$ cat src/rtl/encoder_level_pkg.sv
// Shared quadrature encodings, direction codes and the transition decoder
// used by the encoder level block.
package encoder_level_pkg;

    localparam logic [1:0] Q_00 = 2'b00;
    localparam logic [1:0] Q_01 = 2'b01;
    localparam logic [1:0] Q_11 = 2'b11;
    localparam logic [1:0] Q_10 = 2'b10;

    typedef enum logic [1:0] {
        NONE    = 2'd0,
        CW      = 2'd1,
        CCW     = 2'd2,
        ILLEGAL = 2'd3
    } dir_t;

    typedef enum logic {
        UNPRIMED = 1'b0,
        TRACK    = 1'b1
    } enc_state_t;

    // Position of a Gray-coded {A,B} pair along the clockwise cycle.
    function automatic logic [1:0] quad_pos(input logic [1:0] ab);
        logic [1:0] pos;
        case (ab)
            Q_00:    pos = 2'd0;
            Q_01:    pos = 2'd1;
            Q_11:    pos = 2'd2;
            default: pos = 2'd3;
        endcase
        return pos;
    endfunction

    function automatic dir_t quad_dir(input logic [1:0] prev, input logic [1:0] cur);
        logic [1:0] delta;
        dir_t       dir;
        delta = quad_pos(cur) - quad_pos(prev);
        case (delta)
            2'd0:    dir = NONE;
            2'd1:    dir = CW;
            2'd3:    dir = CCW;
            default: dir = ILLEGAL;
        endcase
        return dir;
    endfunction

endpackage

$ cat src/rtl/encoder_level_debounce_ch.sv
// One encoder channel: 2-flop synchronizer followed by a strobe-sampled
// history register that accepts a new value only after DEBOUNCE agreeing samples.
module debounce_ch #(
    parameter int DEBOUNCE = 4
) (
    input  logic clk,
    input  logic reset,
    input  logic strobe,
    input  logic raw,
    output logic sample,
    output logic agree,
    output logic deb
);

    logic                sync_p0;
    logic                sync_p1;
    logic [DEBOUNCE-1:0] hist;
    logic [DEBOUNCE-1:0] hist_nxt;

    // History as it will look after this strobe, new sample included.
    assign hist_nxt = {hist[DEBOUNCE-2:0], sync_p1};
    assign agree    = (hist_nxt == '0) || (hist_nxt == '1);
    assign sample   = sync_p1;

    always_ff @(posedge clk or posedge reset) begin
        if (reset) begin
            sync_p0 <= 1'b0;
            sync_p1 <= 1'b0;
            hist    <= '0;
            deb     <= 1'b0;
        end else begin
            // stage p0 -> p1: metastability synchronizer
            sync_p0 <= raw;
            sync_p1 <= sync_p0;
            if (strobe) begin
                hist <= hist_nxt;
                if (agree && (hist_nxt[0] != deb)) begin
                    deb <= hist_nxt[0];
                end
            end
        end
    end

endmodule

$ cat src/rtl/encoder_level.sv
// Quadrature encoder to level converter: debounced channels feed a transition
// decoder and a saturating or wrapping up/down level register.
module encoder_level
    import encoder_level_pkg::*;
#(
    parameter int WIDTH    = 8,
    parameter int DEBOUNCE = 4,
    parameter int STEP     = 1,
    parameter int WRAP     = 0,
    parameter int INIT     = 0
) (
    input  logic             clk,
    input  logic             reset,
    input  logic             strobe,
    input  logic             enc_a,
    input  logic             enc_b,
    output logic [WIDTH-1:0] level,
    output logic             changed,
    output logic             err
);

    localparam logic [WIDTH-1:0] INIT_X   = WIDTH'(INIT);
    localparam logic [WIDTH:0]   STEP_X   = (WIDTH + 1)'(STEP);
    localparam logic [4:0]       FILL_MAX = 5'(DEBOUNCE - 1);

    logic       deb_a, deb_b;
    logic       agree_a, agree_b;
    logic       sample_a, sample_b;
    logic [1:0] ab_p0;
    logic [1:0] prev_ab_p1;
    logic [4:0] fill_cnt;
    enc_state_t state;
    dir_t       dir;

    function automatic logic [WIDTH-1:0] inc_level(input logic [WIDTH-1:0] cur);
        logic [WIDTH:0]   sum;
        logic [WIDTH-1:0] res;
        sum = {1'b0, cur} + STEP_X;
        if ((WRAP == 0) && sum[WIDTH]) begin
            res = '1;
        end else begin
            res = sum[WIDTH-1:0];
        end
        return res;
    endfunction

    function automatic logic [WIDTH-1:0] dec_level(input logic [WIDTH-1:0] cur);
        logic [WIDTH:0]   diff;
        logic [WIDTH-1:0] res;
        diff = {1'b0, cur} - STEP_X;
        if ((WRAP == 0) && diff[WIDTH]) begin
            res = '0;
        end else begin
            res = diff[WIDTH-1:0];
        end
        return res;
    endfunction

    debounce_ch #(.DEBOUNCE(DEBOUNCE)) u_ch_a (
        .clk    (clk),
        .reset  (reset),
        .strobe (strobe),
        .raw    (enc_a),
        .sample (sample_a),
        .agree  (agree_a),
        .deb    (deb_a)
    );

    debounce_ch #(.DEBOUNCE(DEBOUNCE)) u_ch_b (
        .clk    (clk),
        .reset  (reset),
        .strobe (strobe),
        .raw    (enc_b),
        .sample (sample_b),
        .agree  (agree_b),
        .deb    (deb_b)
    );

    assign ab_p0 = {deb_a, deb_b};
    assign dir   = quad_dir(prev_ab_p1, ab_p0);

    always_ff @(posedge clk or posedge reset) begin
        if (reset) begin
            state      <= UNPRIMED;
            fill_cnt   <= '0;
            prev_ab_p1 <= Q_00;
            level      <= INIT_X;
            changed    <= 1'b0;
            err        <= 1'b0;
        end else begin
            changed <= 1'b0;
            err     <= 1'b0;
            case (state)
                // Priming waits until both histories hold DEBOUNCE fresh samples,
                // so stale post-reset zeros are never adopted as a position.
                UNPRIMED: begin
                    if (strobe) begin
                        if (fill_cnt != FILL_MAX) begin
                            fill_cnt <= fill_cnt + 5'd1;
                        end
                        if ((fill_cnt == FILL_MAX) && agree_a && agree_b) begin
                            prev_ab_p1 <= {sample_a, sample_b};
                            state      <= TRACK;
                        end
                    end
                end
                // stage p0 -> p1: decode the debounced step, update level
                default: begin
                    prev_ab_p1 <= ab_p0;
                    case (dir)
                        CW: begin
                            level   <= inc_level(level);
                            changed <= (inc_level(level) != level);
                        end
                        CCW: begin
                            level   <= dec_level(level);
                            changed <= (dec_level(level) != level);
                        end
                        ILLEGAL: err <= 1'b1;
                        default: ;
                    endcase
                end
            endcase
        end
    end

endmodule
$ cat config.mk
export PLATFORM = sky130hd
export DESIGN_NAME = encoder_level
export DESIGN_NICKNAME = d
export VERILOG_FILES = /design/src/rtl/encoder_level_pkg.sv /design/src/rtl/encoder_level_debounce_ch.sv /design/src/rtl/encoder_level.sv
export SDC_FILE = /design/constraint.sdc
export NUM_CORES = 1
export LEC_CHECK = 0
export BUFFER_PORTS_ARGS = -buffer_cell sky130_fd_sc_hd__buf_2
export CELL_PAD_IN_SITES_DETAIL_PLACEMENT = 0
export CELL_PAD_IN_SITES_GLOBAL_PLACEMENT = 1
export CORE_MARGIN = 2
export CORE_UTILIZATION = 23
export CTS_BUF_LIST = sky130_fd_sc_hd__clkbuf_16
export DETAILED_ROUTE_END_ITERATION = 8
export HOLD_SLACK_MARGIN = 0.06
export PLACE_DENSITY = 0.52
export SYNTH_ARGS = -nofsm -noshare
export SYNTH_HDL_FRONTEND = slang
export SYNTH_SLANG_ARGS = --single-unit
$ cat constraint.sdc
create_clock -name clk -period 3 [get_ports clk]
set_clock_uncertainty 0.05 [all_clocks]
set_input_delay 0.15 -clock clk [delete_from_list [all_inputs] [get_ports clk]]
set_output_delay 0.15 -clock clk [all_outputs]
set_load 0.02 [all_outputs]
* Word-level counts from Yosys, hierarchy flattened *
Index checks and enable logic that the tools add are counted.

operators by class
  add/subtract/negate cells = 4
  multiplexer cells = 20
  equal/unequal tests = 17
  reductions and logical operators = 19
  bitwise gates (word level) = 1

operators with widths
  operator                                                count
  two-way mux 8 bit                                       6
  one-hot mux 2 bit (3 select lines)                      3
  inequality test 8 bit                                   2
  one-hot mux 8 bit (2 select lines)                      1
  equality test 2 bit (second input constant)             5
  adder 8 x 1 -> 9 bit (second input constant)            1
  subtractor 8 x 1 -> 9 bit (second input constant)       1
  equality test 2 x 1 -> 1 bit (second input constant)    4
  equality test 4 bit (second input constant)             2
  zero test 4 bit                                         2
  AND reduction 2 bit                                     4
  zero test 2 bit                                         3
  two-way mux 1 bit                                       6
  two-way mux 2 bit                                       3
  nonzero test 2 bit                                      3
  adder 5 x 1 -> 5 bit (second input constant)            1
  equality test 5 x 2 -> 1 bit (second input constant)    1
  inequality test 5 x 2 -> 1 bit (second input constant)  1
  logical AND 1 bit                                       4
  AND reduction 3 bit                                     1
  logical OR 1 bit                                        2
  inequality test 1 bit                                   2
  one-hot mux 1 bit (2 select lines)                      1
  subtractor 2 bit                                        1
  inverter 1 bit                                          1

word-level totals
  logic and storage cells = 75
  input bits = 5
  register bits = 30
  output and inout bits = 10

* Depth between registers and ports, before layout *
  depth in word-level cells = 11
  gate-level depth with buffers = 10
  gate-level depth less buffers = 9

* Modules after synthesis *
A second synthesis with hierarchy kept.

unflattened totals
  cell total of the unflattened synthesis = 184
  area total of the unflattened synthesis = 1,769.2 µm²

by module, submodules not included
  module         sequential area each (µm²)  cells an instance  instances  area each (µm²)
  encoder_level  450.4                       148                1          1,306.3
  debounce_ch    150.1                       18                 2          231.5

* Worst setup path after synthesis *
OpenSTA, ideal clock, no wires.

  path type = register to register
  start point = register prev_ab_p1[0]
  end point = register changed
  library setup time = 0.130 ns
  stages on the path, launching flop included = 10
  path buffers = 0
  slack = 0.748 ns
  period minus slack after synthesis = 2.252 ns
  data arrival time = 2.072 ns
  data required time = 2.820 ns
  cells stage by stage = dfrtp_1 -> inv_1 -> ha_1 -> inv_1 -> ha_1 -> xnor3_2 -> o31a_1 -> o31ai_4 -> xnor2_1 -> a21oi_1

between the ends
  word-level cells in the longest chain between the ends = 8
  elaborated cells on any way between the ends = 13
  those cells by class = add/sub: 1; eq/ne: 6; mux: 4; reduce/logical: 2

ends and longest elaborated chain
  element                                                                     line                     text
  from (decl)                                                                 encoder_level.sv:30      logic [1:0] prev_ab_p1;
  from (signal assigned)                                                      encoder_level.sv:102     prev_ab_p1 <= {sample_a, sample_b};
  from (signal assigned)                                                      encoder_level.sv:109     prev_ab_p1 <= ab_p0;
  equality test 2 bit (tied with other cells)                                 encoder_level_pkg.sv:25  case (ab)
  one-hot mux 2 bit (3 select lines) *                                        encoder_level_pkg.sv:25
  subtractor 2 bit *                                                          encoder_level_pkg.sv:37  delta = quad_pos(cur) - quad_pos(prev);
  equality test 2 bit (tied with other cells)                                 encoder_level_pkg.sv:38  case (delta)
  one-hot mux 2 bit (3 select lines) *                                        encoder_level_pkg.sv:38
  equality test 2 bit / equality test 2 x 1 -> 1 bit (equally long branches)  encoder_level.sv:110     case (dir)
  one-hot mux 1 bit (2 select lines) *                                        encoder_level.sv:110
  two-way mux 1 bit *                                                         encoder_level.sv:93      case (state)
  to (signal assigned)                                                        encoder_level.sv:113     changed <= (inc_level(level) != level);
  to (signal assigned)                                                        encoder_level.sv:117     changed <= (dec_level(level) != level);
  to (decl)                                                                   encoder_level.sv:18      output logic changed,

Mark *: on every way between the ends. The rest lies on a longest branch, timed or not.
A chain may end at the register's enable or synchronous reset.

* Worst setup path in the final report *
  start point = register prev_ab_p1[0]
  end point = register level[5]

between the ends
  word-level cells in the longest chain between the ends = 8
  elaborated cells on any way between the ends = 14
  those cells by class = add/sub: 1; eq/ne: 6; mux: 3; reduce/logical: 4

ends and longest elaborated chain
  element                                                                     line                     text
  equality test 2 bit (tied with other cells)                                 encoder_level_pkg.sv:25
  one-hot mux 2 bit (3 select lines) *                                        encoder_level_pkg.sv:25
  subtractor 2 bit *                                                          encoder_level_pkg.sv:37
  equality test 2 bit (tied with other cells)                                 encoder_level_pkg.sv:38
  one-hot mux 2 bit (3 select lines) *                                        encoder_level_pkg.sv:38
  equality test 2 bit / equality test 2 x 1 -> 1 bit (equally long branches)  encoder_level.sv:110
  nonzero test 2 bit (no source line)                                         n/a
  AND reduction 2 bit (no source line)                                        n/a
  to (signal assigned)                                                        encoder_level.sv:112     level <= inc_level(level);
  to (signal assigned)                                                        encoder_level.sv:116     level <= dec_level(level);
  to (decl)                                                                   encoder_level.sv:17      output logic [WIDTH-1:0] level,

Marks and branches as above.

==> results.toml <==
[setup_path]
rrSetupSlack_ps = 510
critPathKind = "reg2reg"
cp-end-kind = "flop"
required_ps = 3160
arrival_ps = 2650
r2r-end = "level[5]"
crit_path_start_kind = "flop"
crit_path_max_fanout = 8
reg2reg_depth = 9
rr_startpoint = "prev_ab_p1[0]"

[grt]
grtUsageTotal_pct = 10.1
gr-total-overflow = 0
grt_pass1_wl_um = 6610
grt_pass1_vias = 1307
grt_antenna_before_repair = 0
grt_max_degree = 31

[routing]
drt-initial-drc-count = 76
drt-pass1-iter-count = 4
wl_per_cell_um = 12.9
routed_wl_um = 3690
vias = 1313
vias_per_cell = 4.57
route.detailed.drc = 0
ant_nets = 0

[yosys]
netlist.area_leader.share_pct = 43.5
ys_ff_latch = 30
synth-edff-count = 0
synth_area_leaders = "dfrtp_1 43%, mux2_2 5.9%, ha_1 5.8%"
synth.largest_area_cell = "dfrtp_1"
syn_inst = 169
yosys_warnings = 0
synth.avg_cell_area_um2 = 10.2
synth_fp_nets = 182
synth_area_um2 = 1730
postSynth.asyncResetShare_pct = 100
yosysSeqAreaShare_pct = 43.5
synthFlopType = "dfrtp_1"
synth_cell_type_count = 50

[sta]
setup_viol = 0
finalHoldViolCount = 0
period_needed_ps = 2490
hold-worst-slack_ps = 238
fmax_mhz = 402
rsz0062_at_grt = "false"
worst_pin_slew_ps = 462
fin_crit_sh_pct = 82.9
slew_viol_final = 0
slew_headroom_pct = 69.1
finalSetupTns_ps = 0

[outcome]
status = "completed"

[power_and_ir_drop]
netSwitchingFraction_pct = 41.4
p_leak_nw = 0.910
combinationalPowerShare_pct = 51.8
p_seq_share_pct = 26.4
total_power_mw = 2.52
clkPwrFrac_pct = 21.8
vdd_drop_max_v = 0.000411
p_int_mw = 1.48
p_sw_mw = 1.04
p_per_area_nw_per_um2 = 1210

[cells_and_area]
diodes = 0
post-route-util_pct = 28.7
nets = 201
drive_above_1_share_pct = 20.2
areaGrowthSynthToFinish_pct = 20.7
multi_input_area_um2 = 886
nFillCells = 765
regArea_um2 = 751

[die]
num_rows = 31
num_io_pins = 15
die_h_um = 90.6
die-area_um2 = 8220
die_w_um = 90.6
start_util_pct = 23.8
coreArea_um2 = 7250

[placed_design]
dpl.hpwl_um = 2590
gp_congestion = 0.737
port_buffers = 14

[clock_tree]
clk-insertion-delay-late_ps = 270
numCtsBuffers = 5
cts_max_path_buffers = 2
clkSinkCount = 30
cts_tree = "yes"
cts.repair.resized = 0
h-tree-depth = 2
cts.clk_slew.worst_paths_ps = 50
cts_root_buf = "clkbuf_16"

[hold_path]
whs_path_depth = 2
min_to = "u_ch_b.hist[1]"
hold_class = "in2reg"
holdCritStartpoint = "strobe"

[run]
maxCapViolations = 0
==> synthesized netlist by cell type (all sizes together) (2+ instances only) <==
cell / number
o21ai: 11
buf: 4
mux2i: 3
clkbuf: 4
o31ai: 2
nand4: 3
nand2: 17
a21oi: 6
nor3: 4
xnor2: 4
or4: 3
inv: 11
mux2: 9
nand3: 6
o211ai: 3
dfrtp: 30
nor4: 2
xor2: 2
a31oi: 4
a22o: 2
nor2: 9
ha: 8
==> layout by cell type (no fill, tap or decap), types with 4 or more instances in the layout <==
cell type	n
buf_2	14
o21ai_0	11
dfrtp_1	30
nor2_1	7
nand3_1	6
clkbuf_16	5
inv_1	11
ha_1	8
nand2_1	17
mux2_2	9
nor3_1	4
xnor2_1	4
a31oi_1	4
a21oi_1	6
==> power groups by stage <==
stage                     Sequential, mW  Clock (mW)  Combinational (mW)
after floorplan                    0.643           0                1.17
after global placement             0.667           0                1.31
after detailed placement           0.668           0                1.31
after CTS                          0.663       0.570                1.31
after global routing               0.687       0.584                1.45
final                              0.664       0.550                1.31
==> cells by family (layout without fill, tap and decap cells) <==
kind of cell | Yosys count | count (layout) | share of synthesized area (%)
AOI/OAI and AO/OA | 38 | 38 | 15.1
xor gates and xnor gates | 8 | 8 | 6.01
adders and majority gates | 8 | 8 | 5.80
buffers and inverters | 19 | 38 | 5.22
DFF | 30 | 30 | 43.5
muxes | 12 | 12 | 7.61
and+or+nand+nor | 54 | 54 | 16.8
==> state kept, by name, indices dropped and copies added, names as in the netlist, 2 cells and up <==
| signal | cells |
|---|---|
| level | 8 |
| fill_cnt | 5 |
| u_ch_a.hist | 3 |
| u_ch_b.hist | 3 |
| prev_ab_p1 | 2 |
==> worst max-delay path, cell delays in order (launching register included) <==
cell	delay [ps]
dfrtp_1	370
inv_1	50
ha_1	280
inv_1	50
ha_1	150
xnor3_2	480
nor2_2	300
nand2_1	150
o41ai_1	340
a22o_1	190
==> how the worst max path moves through the flow <==
stage	endpoint	from	cells after the start	slack, ps
2_1_floorplan	changed	prev_ab_p1[0]	9	750
3_3_place_gp	level[5]	prev_ab_p1[0]	9	580
5_1_grt	level[5]	prev_ab_p1[0]	9	330
4_1_cts	level[5]	prev_ab_p1[0]	9	510
3_5_place_dp	level[5]	prev_ab_p1[0]	9	530
6_report	level[5]	prev_ab_p1[0]	9	510
==> final cells by class <==
cell class / count / share of cell area (%)
Clock buffer: 5 / 6.01
Clock inverter: 2 / 1.62
Tap cell: 99 / 5.95
Sequential cell: 30 / 36.0
Multi-Input combinational cell: 120 / 42.5
Inverter: 11 / 1.98
Timing Repair Buffer: 20 / 5.89
==> what timing repair did <==
item	4_1_cts	5_1_grt
endpoints found under the hold margin	32	0
buffers inserted	0	0
hold buffers	3	0
==> per-layer routing <==
metal  part of all wire, %  up-vias  wire length (um)  GRT usage (%)
met5                     0        -                 0              0
li1                      -      649                 -              -
met1                    51      631              1870           14.5
met3                   4.7        7               174           2.75
met4                   2.0        0                72           5.13
met2                    43       26              1580           13.7
==> stage by stage <==
stage	worst slack [ps]	std cells	area, um2
4_1_cts	506	287	2080
3_5_place_dp	533	277	1890
6_report	514	287	2080
5_1_grt	333	287	2080
2_1_floorplan	748	169	1730
3_3_place_gp	577	277	1890
Power figures use the tool's default switching activity.
